--- src/rtl/fp_addsub_norm_round_stage.sv ---
// Final stage of the single-precision add/sub datapath: mantissa add, normalise,
// round-to-nearest-even and IEEE-754 pack, as a two-register stallable pipeline.
module fp_addsub_norm_round_stage #(
  parameter int FractionSize = 23,
  parameter int MantissaSize = FractionSize + 1,
  parameter int RoundingSize = MantissaSize + 3,
  parameter int ExponentSize = 8,
  parameter int DataSize     = 32
) (
  input  logic                    Clk,
  input  logic                    Reset,
  input  logic                    InValid,
  output logic                    InReady,
  input  logic [RoundingSize-1:0] Adder1,
  input  logic [RoundingSize-1:0] Adder2,
  input  logic [ExponentSize-1:0] ExponentBase,
  input  logic                    EffOperation,
  input  logic                    ResultSign,
  output logic                    OutValid,
  input  logic                    OutReady,
  output logic [DataSize-1:0]     Result,
  output logic                    Overflow,
  output logic                    Underflow
);

  localparam int LzcW   = $clog2(RoundingSize + 1);
  localparam int ExpW   = ExponentSize + 2;
  localparam int MrW    = MantissaSize + 1;
  localparam int ExpMax = (1 << ExponentSize) - 1;

  // Leading-zero count; an all-zero input reports the full width.
  function automatic logic [LzcW-1:0] lzc(input logic [RoundingSize-1:0] v);
    logic [LzcW-1:0] n;
    logic            found;
    n     = LzcW'(RoundingSize);
    found = 1'b0;
    for (int i = RoundingSize - 1; i >= 0; i--) begin
      if (!found && v[i]) begin
        n     = LzcW'(RoundingSize - 1 - i);
        found = 1'b1;
      end
    end
    return n;
  endfunction

  // Round-to-nearest-even on {M,G,R,S}; the MSB of the return is the carry out of M.
  function automatic logic [MrW-1:0] round_rne(input logic [RoundingSize-1:0] v);
    logic up;
    up = v[2] & (v[1] | v[0] | v[3]);
    return {1'b0, v[RoundingSize-1:3]} + MrW'(up);
  endfunction

  logic                           advance;
  logic                           vld_p1;
  logic [RoundingSize:0]          sum_p1;
  logic [ExponentSize-1:0]        exp_p1;
  logic                           sign_p1;
  logic                           sub_p1;

  logic                           vld_p2;
  logic [DataSize-1:0]            result_p2;
  logic                           ovf_p2;
  logic                           unf_p2;

  logic                           carry;
  logic                           is_zero;
  logic [LzcW-1:0]                shamt;
  logic [RoundingSize-1:0]        norm;
  logic signed [ExpW-1:0]         exp_n;
  logic signed [ExpW-1:0]         exp_r;
  logic [MrW-1:0]                 mr;
  logic [FractionSize-1:0]        frac;
  logic [DataSize-1:0]            res;
  logic                           ovf;
  logic                           unf;

  assign advance   = OutReady | ~vld_p2;
  assign InReady   = advance;
  assign OutValid  = vld_p2;
  assign Result    = result_p2;
  assign Overflow  = ovf_p2;
  assign Underflow = unf_p2;

  // ---- SUM stage: carry-in doubles as the +1 of the two's-complement subtract
  always_ff @(posedge Clk) begin
    if (Reset) begin
      vld_p1  <= 1'b0;
      sum_p1  <= '0;
      exp_p1  <= '0;
      sign_p1 <= 1'b0;
      sub_p1  <= 1'b0;
    end else if (advance) begin
      vld_p1  <= InValid;
      sum_p1  <= {1'b0, Adder1} + {1'b0, Adder2} + {{RoundingSize{1'b0}}, EffOperation};
      exp_p1  <= ExponentBase;
      sign_p1 <= ResultSign;
      sub_p1  <= EffOperation;
    end
  end

  always_comb begin
    carry   = ~sub_p1 & sum_p1[RoundingSize];
    shamt   = lzc(sum_p1[RoundingSize-1:0]);
    is_zero = ~carry & (sum_p1[RoundingSize-1:0] == '0);
    if (carry) begin
      norm  = {sum_p1[RoundingSize:2], |sum_p1[1:0]};
      exp_n = $signed({2'b00, exp_p1}) + 10'sd1;
    end else begin
      norm  = sum_p1[RoundingSize-1:0] << shamt;
      exp_n = $signed({2'b00, exp_p1}) - $signed({{(ExpW-LzcW){1'b0}}, shamt});
    end
    mr    = round_rne(norm);
    exp_r = exp_n + $signed({{(ExpW-1){1'b0}}, mr[MrW-1]});
    // A rounding carry leaves M = 1.0, so the fraction is all zeros either way.
    frac  = mr[MrW-1] ? mr[MrW-2:1] : mr[MrW-3:0];
    res   = {sign_p1, exp_r[ExponentSize-1:0], frac};
    ovf   = 1'b0;
    unf   = 1'b0;
    if (is_zero) begin
      res = sub_p1 ? '0 : {sign_p1, {(DataSize-1){1'b0}}};
    end else if (exp_n <= 0) begin
      res = {sign_p1, {(DataSize-1){1'b0}}};
      unf = 1'b1;
    end else if (exp_r >= $signed(ExpW'(ExpMax))) begin
      res = {sign_p1, {ExponentSize{1'b1}}, {FractionSize{1'b0}}};
      ovf = 1'b1;
    end
  end

  // ---- PACK stage: bubbles pass through with flags forced low
  always_ff @(posedge Clk) begin
    if (Reset) begin
      vld_p2    <= 1'b0;
      result_p2 <= '0;
      ovf_p2    <= 1'b0;
      unf_p2    <= 1'b0;
    end else if (advance) begin
      vld_p2    <= vld_p1;
      result_p2 <= res;
      ovf_p2    <= vld_p1 & ovf;
      unf_p2    <= vld_p1 & unf;
    end
  end

endmodule

--- config.mk ---
export PLATFORM = sky130hd
export DESIGN_NAME = fp_addsub_norm_round_stage
export DESIGN_NICKNAME = d
export VERILOG_FILES = /design/src/rtl/fp_addsub_norm_round_stage.sv
export SDC_FILE = /design/constraint.sdc
export NUM_CORES = 1
export LEC_CHECK = 0
export BUFFER_PORTS_ARGS = -buffer_cell sky130_fd_sc_hd__buf_2
export CORE_MARGIN = 5
export CORE_UTILIZATION = 33
export DETAILED_ROUTE_END_ITERATION = 12
export PLACE_DENSITY = 0.51
export SLEW_MARGIN = 20
export SYNTH_ARGS = -nofsm -noshare
export SYNTH_HDL_FRONTEND = slang
export SYNTH_SLANG_ARGS = --single-unit
--- constraint.sdc ---
create_clock -name Clk -period 7.3 [get_ports Clk]
set_input_delay 0.365 -clock Clk [delete_from_list [all_inputs] [get_ports Clk]]
set_output_delay 0.365 -clock Clk [all_outputs]
set_load 0.01 [all_outputs]
# Yosys cells after proc, flatten, opt, wreduce, memory -nomap -nowiden

Cells that the tools add are included.

Output and inout bits: 36
Bits in registers: 74
Input port bits: 68

Order comparisons: 2
Add/sub/neg operators: 6
Reduce and logical (&&, ||, !) cells: 54
Shifts and indexed selects: 1
Muxes and demuxes: 65
Bitwise logic cells: 11

Operators by type and width:

| kind                                                            | number |
|---|---|
| 2-to-1 mux 5 bit                                                | 27 |
| 2-to-1 mux 32 bit                                               | 2 |
| 2-to-1 mux 31 bit                                               | 2 |
| 2-to-1 mux 1 bit                                                | 31 |
| adder 27 x 27 -> 28 bit                                         | 1 |
| adder 28 x 1 -> 28 bit                                          | 1 |
| logical NOT 27 bit                                              | 1 |
| 2-to-1 mux 27 bit                                               | 1 |
| << shifter 27 x 5 -> 27 bit                                     | 1 |
| logical AND 1 bit                                               | 26 |
| logical NOT 1 bit                                               | 26 |
| adder 24 x 1 -> 25 bit                                          | 1 |
| 2-to-1 mux 23 bit                                               | 1 |
| adder 10 x 2 -> 10 bit                                          | 1 |
| >= comparator 10 x 9 -> 1 bit, second input constant            | 1 |
| less-or-equal comparator 10 x 1 -> 1 bit, second input constant | 1 |
| 2-to-1 mux 10 bit                                               | 1 |
| adder 8 x 1 -> 9 bit, second input constant                     | 1 |
| subtractor 8 x 5 -> 9 bit                                       | 1 |
| AND 1 bit                                                       | 5 |
| NOT 1 bit                                                       | 3 |
| OR 1 bit                                                        | 3 |
| OR reduction 2 bit                                              | 1 |

# Logic depth before layout (Yosys ltp)

Gate-level depths: netlist of run 1.

Depth in word-level cells: 91
Gate-level depth with buffers: 29
Mapped depth without buffers: 25

# Worst setup path before layout of run 1

OpenSTA, ideal clock, no wires.

Path type: reg2reg
Start: register sum_p1[20]
End: register result_p2[10], in the netlist Result[10]
Path buffers: 6
Setup slack: 0.911 ns
Period minus slack after synthesis: 6.389 ns
Required time: 7.224 ns
Setup time: 0.076 ns
Arrival: 6.313 ns
Cell stages (with the launch flop): 30
Path through: dfxtp_1 -> buf_2 -> or4_4 -> nor4_4 -> a311o_1 -> a21oi_1 -> buf_2 -> buf_2 -> buf_1 -> a21oi_1 -> a21oi_1 -> o32ai_1 -> ha_1 -> nand4_1 -> or2_2 -> clkbuf_1 -> nand2b_1 -> nor4b_1 -> ha_1 -> nand2_1 -> nor4_1 -> xnor3_1 -> o2111ai_1 -> a21oi_1 -> o22a_1 -> nor2b_1 -> nor2b_1 -> nand2_1 -> clkbuf_1 -> o22ai_1

Word-level cells in the longest chain between the ends: 73
Elaborated cells on any way between the ends: 99

Ends and longest elaborated chain:

| what                          | RTL line | RTL |
|---|---|---|
| from (decl)                   | 55       | `logic [RoundingSize:0] sum_p1;` |
| from (signal assigned)        | 94       | `sum_p1 <= {1'b0, Adder1} + {1'b0, Adder2} + {{RoundingSize{1'b0}}, EffOperation};` |
| logical AND 1 bit             | 38       | `if (!found && v[i]) begin` |
| 2-to-1 mux 1 bit              | 38       |  |
| logical NOT 1 bit             | 38       |  |
| logical AND 1 bit             | 38       |  |
| 2-to-1 mux 1 bit              | 38       |  |
| logical NOT 1 bit             | 38       |  |
| logical AND 1 bit             | 38       |  |
| 2-to-1 mux 1 bit              | 38       |  |
| [... 56 more ...]             | n/a      |  |
| OR 1 bit (2 in series)        | 49       | `up = v[2] & (v[1] \| v[0] \| v[3]);` |
| AND 1 bit                     | 49       |  |
| adder 24 x 1 -> 25 bit        | 50       | `return {1'b0, v[RoundingSize-1:3]} + MrW'(up);` |
| adder 10 x 2 -> 10 bit        | 113      | `exp_r = exp_n + $signed({{(ExpW-1){1'b0}}, mr[MrW-1]});` |
| >= comparator 10 x 9 -> 1 bit | 124      | `end else if (exp_r >= $signed(ExpW'(ExpMax))) begin` |
| 2-to-1 mux 31 bit             | 124      |  |
| 2-to-1 mux 31 bit             | 121      | `end else if (exp_n <= 0) begin` |
| 2-to-1 mux 32 bit (*)         | 119      | `if (is_zero) begin` |
| to (signal assigned)          | 139      | `result_p2 <= res;` |
| to (decl)                     | 61       | `logic [DataSize-1:0] result_p2;` |

Mark *: on every way between the ends. The rest lies on a longest branch, timed or not.
A chain may end at the register's enable or synchronous reset.

# Worst setup path after layout of run 1

Ends and elaborated chain as after synthesis.

==> results of run 1 <==
-- synth_stat cells (9+ instances only) --
library cell  instances  share of area
nor3_1               24          0.016
ha_1                 35          0.060
buf_2                14         0.0095
o21ai_0              56          0.038
nand3_1              44          0.030
o211ai_1             12          0.012
dfxtp_1              74           0.20
nor2b_1              14          0.012
and3_1                9         0.0077
mux2i_1              16          0.022
clkbuf_1             48          0.025
nand2b_1              9         0.0077
nor2_1               77          0.039
inv_1                23          0.012
nand2_1             152          0.078
a211oi_1             18          0.018
a21o_1               12          0.012
o22ai_1               9         0.0077
a21oi_1             105          0.072
xnor2_1              35          0.042
o21a_1               10          0.010
a31oi_1              18          0.015
xor2_1               15          0.018
-- worst max-delay path: cells and delay by family (launching register included) --
kind / cells / cell delay, ns
XOR/XNOR: 1 / 0.30
AO/OA/AOI/OAI: 9 / 2.20
AND/OR/NAND/NOR: 10 / 2.80
buffers and inverters: 3 / 0.49
flip-flops: 1 / 0.43
multiplexers: 1 / 0.36
adder cells (fa/ha/maj): 1 / 0.16
-- final timing paths --
check	from	cells past startpoint	slack (ns)	end
setup / recovery	sum_p1[20]	25	0.45	Result[10]
hold / removal	ExponentBase[4]	3	0.26	exp_p1[4]
setup reg to reg	sum_p1[20]	25	0.45	Result[10]
hold reg to reg	Result[31]	2	0.45	Result[31]
-- metrics by stage --
step	utilization	total power [uW]	instances	instance area (um^2)
3_3_place_gp	0.387	2020	1409	8470
5_1_grt	0.401	2610	1425	8770
2_1_floorplan	-	1470	1026	7340
3_5_place_dp	0.387	1990	1409	8470
4_1_cts	0.400	2440	1425	8760
6_report	0.401	2450	1425	8770
-- power by group through the flow --
stage	logic [uW]	clock network (uW)	registers, uW
3_5_place_dp	1430	0	558
4_1_cts	1440	448	550
3_3_place_gp	1460	0	557
2_1_floorplan	929	0	537
6_report	1470	435	553
5_1_grt	1590	464	561
-- cells by family (layout without fill, tap and decap cells) --
family / after synthesis / after routing / share of synthesized area
buf+inv: 100 / 219 / 0.0573
xor+xnor: 51 / 51 / 0.0627
mux: 26 / 26 / 0.0377
fa+ha+maj: 38 / 38 / 0.0679
flops: 74 / 74 / 0.202
compound gates: 343 / 343 / 0.312
simple gates: 394 / 394 / 0.261
-- per-layer routing --
| layer | routed length, um | global-route usage |
|---|---|---|
| met1 | 12800 | 0.302 |
| met2 | 11900 | 0.315 |
| met3 | 2090 | 0.0386 |
| met4 | 899 | 0.0756 |
| met5 | 0 | 0 |
-- state kept, by name (all words and copies together), names as in the netlist --
signal,cells
OutValid,1
Overflow,1
Result,32
Underflow,1
exp_p1,8
sign_p1,1
sub_p1,1
sum_p1,28
vld_p1,1
-- final cells by class --
type                       count  area (um^2)  share of cell area
inverter                      26         97.6              0.0111
timing repair buffer         177         1100               0.125
clock buffer                  10          239              0.0273
multi-input combinational    852         5460               0.622
clock inverter                 6         48.8             0.00556
tap                          280          350              0.0399
sequential                    74         1480               0.169
==> impl_metrics.env, run 1 <==
export IMPL_p_leak_uw=0.00360
export IMPL_ys_async_sr_fraction=0
export IMPL_antenna_left=0
export IMPL_dp_slack_ns=0.569
export IMPL_synthCells=1026
export IMPL_cts_sinks=74
export IMPL_criticalPathCategory="reg2reg"
export IMPL_fp_dieH_um=159
export IMPL_power_density_nw_per_um2=280
export IMPL_drive_above_1_share=0.197
export IMPL_crit_path_top_delay_cell="nor4_2"
export IMPL_hold_viol_final=0
export IMPL_clock_skew_ns=0.00397
export IMPL_cp_end_kind="flop"
export IMPL_netlist_area_um2=7340
export IMPL_fp_dieW_um=159
export IMPL_combPwrFrac=0.597
export IMPL_drtPass1Iterations=5
export IMPL_area_growth_pct=19.5
export IMPL_syn_avg_cell_area_um2=7.15
export IMPL_ys_seq_elements=74
export IMPL_grt_overflow=0
export IMPL_cp_max_fo=22
export IMPL_finalCritPeriodShare=0.938
export IMPL_synth_distinct_cells=85
export IMPL_holdBufCountCts=0
export IMPL_max_freq_mhz=146
export IMPL_timing_final_crit_period_ns=6.85
export IMPL_synth_nets=1132
export IMPL_grt_pass1_wl_mm=44.3
export IMPL_cts_buffers=9
export IMPL_cts_tree="done"
export IMPL_io_buffers=103
export IMPL_ios=104
export IMPL_cts_setup_buffers=0
export IMPL_maxSlewHeadroom=0.356
export IMPL_p_int_uw=1300
export IMPL_hold_path_class="in2reg"
export IMPL_viasPerCell=5.79
export IMPL_cap_violations=0
export IMPL_rsz0062_at_grt="false"
export IMPL_power_frac_seq=0.225
export IMPL_antenna_cells=0
export IMPL_synth_flop_cell="dfxtp_1"
export IMPL_nNetsFinal=1246
export IMPL_row_count=54
export IMPL_clock_latency_ns=0.35
export IMPL_yosys_warnings=0
export IMPL_drt_wirelength_per_cell_um=19.4
export IMPL_drv_slew=0
export IMPL_swShare=0.469
export IMPL_antenna_found_initial=0
export IMPL_vias=8253
export IMPL_cts_root_buf="clkbuf_16"
export IMPL_setup_viol_count_final=0
export IMPL_final_common_cell="nand2_1"
export IMPL_synth_edff_count=0
export IMPL_cts_buffer_depth=2
export IMPL_p_switching_uw=1150
export IMPL_cts_resized_gates=0
export IMPL_worstMarginPinSlew_ns=0.963
export IMPL_whs_ns=0.256
export IMPL_timing_setup_tns_ns=0
export IMPL_peakVddDrop_v=0.000135
export IMPL_final_cell_mix="152 x nand2_1, 104 x a21oi_1, 103 x buf_2, 77 x nor2_1, 74 x dfxtp_1"
export IMPL_htreeDepth=3
export IMPL_drc=0
export IMPL_place_gp_congestion=1.04
export IMPL_core_um2=21900
export IMPL_fillers=2377
export IMPL_critPathArrivalTime_ns=7.11
export IMPL_cpMostUsedCell="buf_4"
export IMPL_die_area_um2=25300
export IMPL_start_util=0.335
export IMPL_fin_ws_ns=0.454
export IMPL_startpoint_type="flop"
export IMPL_crit_required_ns=7.57
export IMPL_grt_start_max_net_pins=65
export IMPL_outcome="finished clean"
export IMPL_cts_clk_slew_worst_paths_ns=0.06
export IMPL_power_frac_clock=0.177
export IMPL_seq_area_frac_synth=0.202
export IMPL_worst_path_largest_cell_delay_ns=0.64
export IMPL_wirelength_mm=27.7
export IMPL_grtUsageTotal=0.210
export IMPL_grt_pass1_vias=7781
export IMPL_hpwl_mm=21.6
export IMPL_drtIter0Drc=710
No activity file was read; power rests on OpenSTA's default activity.
==> inputs of run 2 (changes only) <==
--- a/config.mk
+++ b/config.mk
@@ -5,6 +5,7 @@
 export SDC_FILE = /design/constraint.sdc
 export NUM_CORES = 1
 export LEC_CHECK = 0
+export ABC_AREA = 1
 export BUFFER_PORTS_ARGS = -buffer_cell sky130_fd_sc_hd__buf_2
 export CORE_MARGIN = 5
 export CORE_UTILIZATION = 33
==> run 2 against run 1 <==
Combinational power about the same; final cell count grew 10%; fmax is 7.2% higher; power grew 3.0%; setup slack improved by 0.46 ns; area after synthesis grew 2.2%; worst hold slack gained 0.017 ns; synthesized cell count up 18%; critical path type unchanged; first-iteration DRC count is 25% lower.
==> impl_metrics.env, run 2 <==
export IMPL_criticalPathCategory="reg2reg"
export IMPL_synth_distinct_cells=52
export IMPL_cts_clk_slew_worst_paths_ns=0.06
export IMPL_peakVddDrop_v=0.000114
export IMPL_cts_root_buf="clkbuf_16"
export IMPL_drive_above_1_share=0.164
export IMPL_row_count=55
export IMPL_startpoint_type="flop"
export IMPL_synth_flop_cell="dfxtp_1"
export IMPL_rsz0062_at_grt="false"
export IMPL_path_delay_family="simple AND/OR/NAND/NOR gates"
export IMPL_fp_dieW_um=161
export IMPL_max_freq_mhz=157
export IMPL_finalCritPeriodShare=0.875
export IMPL_grtUsageTotal=0.188
export IMPL_synthCells=1207
export IMPL_cp_end_kind="flop"
export IMPL_seq_area_frac_synth=0.197
export IMPL_cp_max_fo=31
export IMPL_die_area_um2=25800
export IMPL_crit_required_ns=7.58
export IMPL_grt_pass1_vias=7545
export IMPL_syn_avg_cell_area_um2=6.22
export IMPL_combPwrFrac=0.580
export IMPL_yosys_warnings=0
export IMPL_cp_buffers_inverters=4
export IMPL_maxSlewHeadroom=0.367
export IMPL_core_um2=22500
export IMPL_start_util=0.333
export IMPL_area_growth_pct=13.2
export IMPL_largest_register_ffs=32
export IMPL_synth_top_area_frac=0.197
export IMPL_netlist_area_um2=7500
export IMPL_fp_dieH_um=161
export IMPL_grt_overflow=0
export IMPL_timing_setup_tns_ns=0
export IMPL_holdBufCountCts=0
export IMPL_ys_top_cells_by_count="320 x nand2_1, 176 x nand3_1, 114 x inv_1"
export IMPL_antenna_left=0
export IMPL_power_frac_seq=0.215
export IMPL_htreeDepth=3
export IMPL_hpwl_mm=19.6
export IMPL_reg2reg_from="sum_p1[22]"
export IMPL_synth_edff_count=0
export IMPL_critPathArrivalTime_ns=6.67
export IMPL_worstMarginPinSlew_ns=0.943
export IMPL_swShare=0.491
export IMPL_cts_sinks=74
export IMPL_p_switching_uw=1240
export IMPL_vias=8012
export IMPL_drc=0
export IMPL_worst_path_largest_cell_delay_ns=0.41
export IMPL_outcome="finished clean"
export IMPL_drv_slew=0
export IMPL_antenna_found_initial=0
export IMPL_grt_pass1_wl_mm=40.0
export IMPL_place_gp_congestion=0.907
export IMPL_ys_seq_elements=74
export IMPL_drt_wirelength_per_cell_um=15.7
export IMPL_drtPass1Iterations=5
export IMPL_cts_tree="done"
export IMPL_hold_path_class="in2reg"
export IMPL_synth_most_common_cell="nand2_1"
export IMPL_ys_async_sr_fraction=0
export IMPL_cts_resized_gates=0
export IMPL_grt_start_max_net_pins=68
export IMPL_final_cell_mix="320 x nand2_1, 176 x nand3_1, 113 x inv_1, 103 x buf_2, 80 x a21oi_1"
export IMPL_synth_nets=1313
export IMPL_clock_latency_ns=0.35
export IMPL_ios=104
export IMPL_timing_final_crit_period_ns=6.38
export IMPL_antenna_cells=0
export IMPL_crit_path_top_delay_cell="nand4_4"
export IMPL_whs_ns=0.274
export IMPL_final_common_cell="nand2_1"
export IMPL_p_int_uw=1290
export IMPL_synth_area_leader_cell="dfxtp_1"
export IMPL_hold_viol_final=0
export IMPL_synthTopCellsByArea="dfxtp_1 20%, nand2_1 16%, nand3_1 12%"
export IMPL_viasPerCell=5.11
export IMPL_power_frac_clock=0.205
export IMPL_p_leak_uw=0.00414
export IMPL_cap_violations=0
export IMPL_power_density_nw_per_um2=298
export IMPL_nNetsFinal=1385
export IMPL_clock_skew_ns=0.0104
export IMPL_io_buffers=103
export IMPL_cts_buffers=9
export IMPL_cts_buffer_depth=2
export IMPL_cpMostUsedCell="nand2_1"
export IMPL_wirelength_mm=24.6
export IMPL_hp_start="ResultSign"
export IMPL_cts_setup_buffers=0
export IMPL_drtIter0Drc=533
export IMPL_crit_path_start="sum_p1[22]"
export IMPL_setup_viol_count_final=0
[run 2: through the flow]
stage               cell area (um^2)  cells  utilization  total power, uW  setup WS [ns]
floorplan                       7500   1207            -             1620           2.27
global placement                8160   1553        0.363             2020           1.07
detailed placement              8160   1553        0.363             2010          0.947
CTS                             8500   1569        0.378             2540          0.927
global route                    8500   1569        0.378             2750          0.121
finish                          8500   1569        0.378             2530          0.916
[run 2: final cells by class]
| class | count | area (um^2) |
|---|---|---|
| clock inverters | 5 | 103 |
| well taps | 285 | 357 |
| fillers | 2515 | 14000 |
| clock buffers | 11 | 233 |
| repair buffers | 115 | 606 |
| multi-input cells | 952 | 5240 |
| flip-flops and latches | 74 | 1480 |
| inverters | 127 | 479 |
[run 2: kinds of logic (layout without fill, tap and decap cells)]
logic type	Yosys count	in the layout	synth area share
AND/OR/NAND/NOR	661	661	0.413
AO/OA/AOI/OAI	207	207	0.164
buffers and inverters	181	258	0.106
flip-flops	74	74	0.197
XOR/XNOR	46	46	0.0537
adder cells (fa/ha/maj)	38	38	0.0664
[run 2: routing by layer]
layer / vias to the layer above / wire length [um] / GRT usage
met2: 229 / 11200 / 0.304
met1: 3593 / 11900 / 0.267
met5: - / 0 / 0
li1: 4167 / - / -
met3: 23 / 1150 / 0.0231
met4: 0 / 373 / 0.0450
[run 2: final timing paths]
check	cells after the start	to	slack, ns
setup reg to reg	41	Result[16]	0.92
setup / recovery	41	Result[16]	0.92
hold / removal	3	sign_p1	0.27
hold reg to reg	2	Result[30]	0.46
[run 2: tightest hold or removal path, stage by stage]
cell and delay, ns:
buf_2 0.08, o21ai_0 0.07, nor2_1 0.07
[run 2: power groups by stage]
stage / Sequential [uW] / Combinational, uW / Clock (uW)
2_1_floorplan: 562 / 1060 / 0
3_3_place_gp: 551 / 1470 / 0
3_5_place_dp: 552 / 1460 / 0
4_1_cts: 544 / 1460 / 529
5_1_grt: 555 / 1650 / 548
6_report: 544 / 1470 / 518
==> inputs of run 3 (changes only) <==
--- a/config.mk
+++ b/config.mk
@@ -10,7 +10,7 @@
 export CORE_MARGIN = 5
 export CORE_UTILIZATION = 33
 export DETAILED_ROUTE_END_ITERATION = 12
-export PLACE_DENSITY = 0.51
+export PLACE_DENSITY = 0.59
 export SLEW_MARGIN = 20
 export SYNTH_ARGS = -nofsm -noshare
 export SYNTH_HDL_FRONTEND = slang
==> run 3 against run 2 <==
Critical path depth unchanged; clock skew shrank 0.0045 ns; sequential cell count stayed put; routed wire length is 2.7% lower; critical endpoint is now Result[2].
==> impl_metrics.env, run 3 (synthesis results as in run 2) <==
export IMPL_outcome="finished clean"
export IMPL_cts_buffers=9
export IMPL_cp_end_kind="flop"
export IMPL_drtPass1Iterations=5
export IMPL_grt_pass1_vias=7511
export IMPL_timing_final_crit_period_ns=6.20
export IMPL_cts_tree="done"
export IMPL_busiest_layer="met2"
export IMPL_nNetsFinal=1383
export IMPL_viasPerCell=5.17
export IMPL_row_count=55
export IMPL_timing_setup_tns_ns=0
export IMPL_cts_setup_buffers=0
export IMPL_vias=8098
export IMPL_largest_register_ffs=32
export IMPL_max_freq_mhz=161
export IMPL_area_growth_pct=12.8
export IMPL_antenna_found_initial=0
export IMPL_cp_buffers_inverters=4
export IMPL_crit_required_ns=7.58
export IMPL_place_gp_congestion=0.948
export IMPL_drc=0
export IMPL_grt_start_max_net_pins=66
export IMPL_cts_root_buf="clkbuf_16"
export IMPL_drtIter0Drc=666
export IMPL_multi_input_area_um2=5240
export IMPL_fillers=2498
export IMPL_clock_skew_ns=0.00588
export IMPL_finalCritPeriodShare=0.850
export IMPL_htreeDepth=3
export IMPL_wirelength_mm=23.9
export IMPL_io_buffers=103
export IMPL_fin_ws_ns=1.10
export IMPL_hold_path_class="in2reg"
export IMPL_fp_dieH_um=161
export IMPL_drive_above_1_share=0.162
export IMPL_setup_viol_count_final=0
export IMPL_grtUsageMet2=0.291
export IMPL_finish_utilization=0.376
export IMPL_regArea_um2=1480
export IMPL_final_cell_mix="320 x nand2_1, 176 x nand3_1, 113 x inv_1, 103 x buf_2, 80 x a21oi_1"
export IMPL_crit_path_top_delay_cell="dfxtp_1"
export IMPL_clock_latency_ns=0.35
export IMPL_use_met3=0.0262
export IMPL_fp_dieW_um=161
export IMPL_p_leak_uw=0.00413
export IMPL_cpMostUsedCell="nand2_1"
export IMPL_path_delay_family="simple AND/OR/NAND/NOR gates"
export IMPL_cts_clk_slew_worst_paths_ns=0.06
export IMPL_grt_pass1_wl_mm=39.3
export IMPL_holdBufCountCts=0
export IMPL_ios=104
export IMPL_cts_sinks=74
export IMPL_startpoint_type="flop"
export IMPL_grtUsageTotal=0.184
export IMPL_hold_viol_final=0
export IMPL_worstMarginPinSlew_ns=0.929
export IMPL_cts_resized_gates=0
export IMPL_cts_buffer_depth=2
export IMPL_cap_violations=0
export IMPL_grt_overflow=0
export IMPL_grtUsageMet1=0.259
export IMPL_cp_max_fo=31
export IMPL_power_density_nw_per_um2=292
export IMPL_rsz0062_at_grt="false"
export IMPL_dp_slack_ns=1.17
export IMPL_critPathArrivalTime_ns=6.49
export IMPL_worst_path_largest_cell_delay_ns=0.33
export IMPL_core_um2=22500
export IMPL_peakVddDrop_v=0.000140
export IMPL_hpwl_mm=18.9
export IMPL_drv_slew=0
export IMPL_start_util=0.333
export IMPL_antenna_cells=0
export IMPL_final_common_cell="nand2_1"
export IMPL_criticalPathCategory="reg2reg"
export IMPL_die_area_um2=25800
export IMPL_antenna_left=0
export IMPL_maxSlewHeadroom=0.377
export IMPL_drt_wirelength_per_cell_um=15.3
[run 3: area by class of cell]
class | count | share of cell area
clock buffer | 15 | 0.0340
multi-input combinational | 952 | 0.619
sequential | 74 | 0.175
inverter | 127 | 0.0566
tap | 285 | 0.0421
timing repair buffer | 113 | 0.0698
clock inverter | 1 | 0.00355
[run 3: where the power goes]
group          leakage, uW  total (uW)  internal (uW)  switching [uW]
Sequential        0.000613         542            483            59.1
Clock             0.000156         476            302             173
Combinational      0.00336        1460            467             988
[run 3: final timing paths]
| path | slack, ns | start | endpoint | depth (start not counted) |
|---|---|---|---|---|
| worst max-delay path | 1.10 | sum_p1[22] | Result[2] | 41 |
| worst min-delay path | 0.31 | InValid | vld_p1 | 3 |
| worst max register to register | 1.10 | sum_p1[22] | Result[2] | 41 |
| worst min register to register | 0.46 | Result[28] | Result[28] | 2 |
[run 3: worst min-delay path, cell delays in order]
cell	delay (ns)
buf_2	0.07
o21ai_0	0.07
a21oi_1	0.11
[run 3: per-layer routing]
layer	wire length, um	vias to the layer above
met1	11500	3639
met5	0	-
met2	10600	263
met3	1460	24
li1	-	4172
met4	408	0
[run 3: metrics by stage]
step           hold WS [ns]  cells  cell area (um^2)  total power (uW)
5_1_grt               0.344   1567              8460              2690
6_report              0.305   1567              8460              2470
3_3_place_gp          0.450   1551              8140              1990
4_1_cts               0.292   1567              8460              2480
3_5_place_dp          0.453   1551              8140              1990
2_1_floorplan         0.449   1207              7500              1620
